## src/rtl/key_event_detector_pkg.sv

```systemverilog
// ============================================================================
// Module      : key_event_detector_pkg
// Description : Shared FSM state encodings and 50 MHz timing constants for the
//               key event detector.
// Revision    : 1.0 - initial release
// ============================================================================
`default_nettype none

package key_event_detector_pkg;

  localparam logic [1:0] ST_IDLE   = 2'd0;
  localparam logic [1:0] ST_HELD   = 2'd1;
  localparam logic [1:0] ST_REPEAT = 2'd2;

  // Cycle counts at the 50 MHz system clock
  localparam int unsigned CYC_1S    = 50_000_000;
  localparam int unsigned CYC_200MS = 10_000_000;

  function automatic int unsigned max_u(input int unsigned a, input int unsigned b);
    return (a > b) ? a : b;
  endfunction

endpackage

`default_nettype wire

```

## src/rtl/key_event_detector.sv

```systemverilog
// ============================================================================
// Module      : key_event_detector
// Description : Turns a debounced key level into press / release / long-press /
//               auto-repeat pulses and keeps a wrapping press counter.
// Revision    : 1.0 - initial release
// ============================================================================
`default_nettype none

module key_event_detector
  import key_event_detector_pkg::*;
#(
  parameter int unsigned ACTIVE_LOW    = 1,
  parameter int unsigned LONG_CYCLES   = CYC_1S,
  parameter int unsigned REPEAT_CYCLES = CYC_200MS,
  parameter int unsigned CNT_W         = 8
) (
  input  logic             clk,
  input  logic             rst,
  input  logic             key_in,
  input  logic             cnt_clr,
  output logic             press_pulse,
  output logic             rel_pulse,
  output logic             long_pulse,
  output logic             rpt_pulse,
  output logic             held,
  output logic [CNT_W-1:0] press_count
);

  localparam int unsigned TIMER_W = $clog2(max_u(LONG_CYCLES, REPEAT_CYCLES));
  localparam logic [TIMER_W-1:0] LONG_LAST   = TIMER_W'(LONG_CYCLES - 1);
  localparam logic [TIMER_W-1:0] REPEAT_LAST = TIMER_W'(REPEAT_CYCLES - 1);

  logic               pressed;
  logic               press_edge;

  logic               key_q;
  logic [1:0]         state_q,  state_d;
  logic [TIMER_W-1:0] timer_q,  timer_d;
  logic               press_q,  press_d;
  logic               rel_q,    rel_d;
  logic               long_q,   long_d;
  logic               rpt_q,    rpt_d;
  logic               held_q,   held_d;
  logic [CNT_W-1:0]   count_q,  count_d;

  assign pressed    = (ACTIVE_LOW != 0) ? ~key_in : key_in;
  assign press_edge = pressed & ~key_q;

  // Timer and FSM; a release always beats a coincident timer threshold.
  always_comb begin
    state_d = state_q;
    timer_d = timer_q;
    press_d = 1'b0;
    rel_d   = 1'b0;
    long_d  = 1'b0;
    rpt_d   = 1'b0;
    case (state_q)
      ST_IDLE: begin
        if (press_edge) begin
          state_d = ST_HELD;
          timer_d = '0;
          press_d = 1'b1;
        end
      end
      ST_HELD: begin
        if (!pressed) begin
          state_d = ST_IDLE;
          timer_d = '0;
          rel_d   = 1'b1;
        end else if (timer_q == LONG_LAST) begin
          state_d = ST_REPEAT;
          timer_d = '0;
          long_d  = 1'b1;
        end else begin
          timer_d = timer_q + 1'b1;
        end
      end
      ST_REPEAT: begin
        if (!pressed) begin
          state_d = ST_IDLE;
          timer_d = '0;
          rel_d   = 1'b1;
        end else if (timer_q == REPEAT_LAST) begin
          timer_d = '0;
          rpt_d   = 1'b1;
        end else begin
          timer_d = timer_q + 1'b1;
        end
      end
      default: begin
        state_d = ST_IDLE;
        timer_d = '0;
      end
    endcase
    held_d = (state_d != ST_IDLE);
  end

  always_ff @(posedge clk or posedge rst) begin
    if (rst) begin
      key_q   <= 1'b0;
      state_q <= ST_IDLE;
      timer_q <= '0;
      press_q <= 1'b0;
      rel_q   <= 1'b0;
      long_q  <= 1'b0;
      rpt_q   <= 1'b0;
      held_q  <= 1'b0;
    end else begin
      key_q   <= pressed;
      state_q <= state_d;
      timer_q <= timer_d;
      press_q <= press_d;
      rel_q   <= rel_d;
      long_q  <= long_d;
      rpt_q   <= rpt_d;
      held_q  <= held_d;
    end
  end

  // A clear coincident with a press counts that press.
  always_comb begin
    count_d = count_q;
    if (cnt_clr) begin
      count_d = press_d ? CNT_W'(1) : '0;
    end else if (press_d) begin
      count_d = count_q + 1'b1;
    end
  end

  always_ff @(posedge clk or posedge rst) begin
    if (rst) begin
      count_q <= '0;
    end else begin
      count_q <= count_d;
    end
  end

  assign press_pulse = press_q;
  assign rel_pulse   = rel_q;
  assign long_pulse  = long_q;
  assign rpt_pulse   = rpt_q;
  assign held        = held_q;
  assign press_count = count_q;

endmodule

`default_nettype wire

```

## config.mk

```make
export PLATFORM = sky130hd
export DESIGN_NAME = key_event_detector
export DESIGN_NICKNAME = d
export VERILOG_FILES = /design/src/rtl/key_event_detector_pkg.sv /design/src/rtl/key_event_detector.sv
export SDC_FILE = /design/constraint.sdc
export NUM_CORES = 1
export LEC_CHECK = 0
export ABC_AREA = 1
export BUFFER_PORTS_ARGS = -buffer_cell sky130_fd_sc_hd__buf_4
export CAP_MARGIN = 20
export CORE_MARGIN = 2
export CORE_UTILIZATION = 30
export DETAILED_ROUTE_END_ITERATION = 10
export PLACE_DENSITY = 0.53
export SLEW_MARGIN = 20
export SYNTH_ARGS = -nofsm -noshare
export SYNTH_HDL_FRONTEND = slang
export SYNTH_SLANG_ARGS = --single-unit
```

## constraint.sdc

```tcl
create_clock -name clk -period 3.7 [get_ports clk]
set_input_delay 0.555 -clock clk [delete_from_list [all_inputs] [get_ports clk]]
set_output_delay 0.555 -clock clk [all_outputs]
set_load 0.02 [all_outputs]
```

==> results by group <==
Run status
  • Status: complete, no violations

Global routing
  • Initial antenna violation count: 0
  • Grt total ovfl: 0
  • First-pass GRT wire length: 10900 um
  • Total track usage: 13.9%
  • Largest net degree at the start of global routing: 43
  • Vias in the first global route: 2313

Setup path
  • Reg-to-Reg Start: timer_q[0]
  • Cells on worst reg2reg path: 8
  • Critical Path Slowest Stage Cell: dfrtp_1
  • WP data required: 3.88 ns
  • Critical-path cell list: ha_1, nand4_1, nor2_2, nand3_1, nand2_2, nand2_4, nand2_4, o21ai_0
  • FF-to-FF End: timer_q[0]
  • Critical Path Max Stage Delay: 0.40 ns
  • Startpoint types: register
  • Flop2flop setup slack: 1.85 ns
  • Crit Path Class: reg -> reg
  • CP Capture Type: register
  • Crit-path max FO: 22
  • CP Data Arrival Time: 2.03 ns
  • Cell mode on critical path: nand2_4
  • CP startpoint: timer_q[0]

Synthesis
  • Syn_area_per_cell: 7.62 sq um
  • Seq/Total Area, Yosys: between 30 and 40%
  • Syn Std Cell Area: 2670 sq um
  • Synth top area cells: dfrtp_1 (39%), nand2_1 (14%), o21ai_2 (6.6%), nor2_1 (5.5%), inv_1 (5.2%)
  • Synth top cells by count: nand2_1 (101), dfrtp_1 (42), nor2_1 (39), inv_1 (37), nand3_1 (22)
  • Most common cell in the netlist: nand2_1
  • Ys flop type: dfrtp_1
  • Gate Count Post-Synth: 350
  • Syn_nets: 360
  • Synth Register Bits: 42
  • Post-synth ARST share: 100%
  • Yosys cell types: 29
  • Area leader, netlist: dfrtp_1
  • Synth top area share: 39.4%
  • Syn. warnings: 0
  • Post-synth EDFFs: 0

Detailed routing
  • Drt wl/cell: 12.6 um
  • Drt pass-1 iters: 4
  • Via count: 2211
  • DRT iter0 DRCs: 96
  • DRC viols: 0
  • Vias per cell: 4.63
  • Final wirelength: 6020 um
  • Antenna viol nets, final: 0

Flow run
  • Max-Cap Viols: 0

Clock network
  • Max Root-Sink Buffers: 2
  • Reg clk slew, reported paths: about 0.090 ns
  • Clock latency on the worst-skew pair: 0.30 ns
  • H-Tree Depth: 2
  • Postcts setup bufs: 0
  • Hold_buf cts: 0
  • CTS tree: yes
  • Clock sinks: 42
  • CTS Buf Count: 5
  • CTS root buf: clkbuf_8
  • Post-cts sizing count: 0

Floorplan
  • Ports: 17
  • Die ar.: roughly 9700 sq um
  • Starting density of the core: a little under a third
  • Row cnt: 34
  • CORE AREA: around 8700 sq um
  • Die Y: 98.3 um
  • Die W: approximately 98 um

Finish
  • Reg area: 1050 sq um
  • Antenna diode count: 0
  • Final instance area: between 2000 and 3000 sq um
  • Layout area overhead: 12.2%
  • Non-Filler Instances: 478
  • Filler cells: around 930
  • Area of the multi-input gates: 1410 sq um
  • NumNets Final: ~380
  • Layout cell share with drive strength beyond 1: 19.2%

Place
  • Detailed Place HPWL: 4410 um
  • GPL Wtd Cong: 0.868
  • Port Buffers: 16
  • Number of cells after detailed placement: between 400 and 500
  • Cell Area, Placed: between 2000 and 3000 sq um

Timing
  • Slew HR: 63.0%
  • Final hold violations: 0
  • Fin crit period: 1.85 ns
  • RSZ-0062 raised after global routing: no
  • Final Cycle Share: 50.0%
  • Fmax: 0.540 GHz
  • Final setup violating endpoints: 0
  • Clock Skew: 0.0105 ns
  • Sum Neg Setup Slack: 0 ns
  • Worst-Margin Slew: 0.555 ns
  • Slew Viols, Final: 0

Power
  • Leakage: 1.31 nW
  • PD cells: 362 nW/um^2
  • VDD IR-drop max: 0.000122 V

Hold path
  • Hold Crit Class: in -> async
## flip-flops by register name, indices dropped and copies added, names as in the netlist
register     flops
held             1
key_q            1
long_pulse       1
press_count      8
press_pulse      1
rel_pulse        1
rpt_pulse        1
state_q          2
timer_q         26
## cell usage in the layout, fill, tap and decap left out
cell	n
a21oi_1	9
buf_4	18
bufinv_16	1
clkbuf_8	5
clkinv_1	1
clkinvlp_4	2
dfrtp_1	42
ha_1	6
inv_1	36
inv_2	3
nand2_1	101
nand2_2	6
nand2_4	3
nand3_1	22
nand3_2	2
nand3b_1	1
nand4_1	5
nor2_1	39
nor2_2	5
nor2_4	2
nor3_1	9
nor3_2	1
nor3b_2	2
nor4_1	3
o21ai_0	7
o21ai_1	1
o21ai_2	20
o32ai_1	1
or2_2	1
xnor2_1	6
xor2_1	10
## worst max-delay path, delay by kind of cell (launching register included)
family | cells | cell delay [ns]
flops | 1 | 0.40
compound gates | 1 | 0.13
fa+ha+maj | 1 | 0.25
simple gates | 6 | 0.95
## metal layers
metal | up-vias | share of wire (%) | routed length [um] | global-route usage, %
met5 | - | 0 | 0 | 0
met4 | 0 | 2.1 | 129 | 5.80
met3 | 9 | 2.8 | 171 | 2.58
met2 | 29 | 46 | 2790 | 22.2
met1 | 1020 | 49 | 2920 | 18.6
li1 | 1153 | - | - | -
## per-stage QoR
stage               worst slack (ns)  power [W]  util [%]  hold WS [ns]
floorplan                       2.17   0.000658         -         0.471
global placement                1.90   0.000718      33.2         0.495
detailed placement              1.80   0.000720      33.2         0.511
CTS                             1.83    0.00110      34.5         0.401
global route                    1.69    0.00116      34.5         0.439
finish                          1.85    0.00108      34.5         0.381
## kinds of logic after synthesis
logic type	count (synthesis)	share of synthesized area [%]
buffers and inverters	46	7.79
AO/OA/AOI/OAI	38	10.1
XOR/XNOR	16	5.25
adder cells (fa/ha/maj)	6	2.81
AND/OR/NAND/NOR	202	34.7
flip-flops	42	39.4
## cell type report
cell class,instances,share of cell area (%)
clock buffers,5,2.30
clock inverters,3,1.50
inverters,40,5.01
multi-input cells,262,47.1
flip-flops and latches,42,35.1
well taps,108,4.51
repair buffers,18,4.51
## where the power goes
| group | switching [W] | internal, W |
|---|---|---|
| sequential | 0.0000140 | 0.000479 |
| combinational | 0.000148 | 0.0000657 |
| clock | 0.000175 | 0.000201 |
## how the worst max path moves through the flow
stage | end | slack (ns) | cells after the start
finish | timer_q[0] | 1.85 | 8
global route | timer_q[0] | 1.69 | 8
CTS | timer_q[0] | 1.83 | 8
detailed placement | timer_q[0] | 1.80 | 6
global placement | press_count[6] | 1.90 | 10
floorplan | held | 2.17 | 1
(Power assumes the default switching activity.)
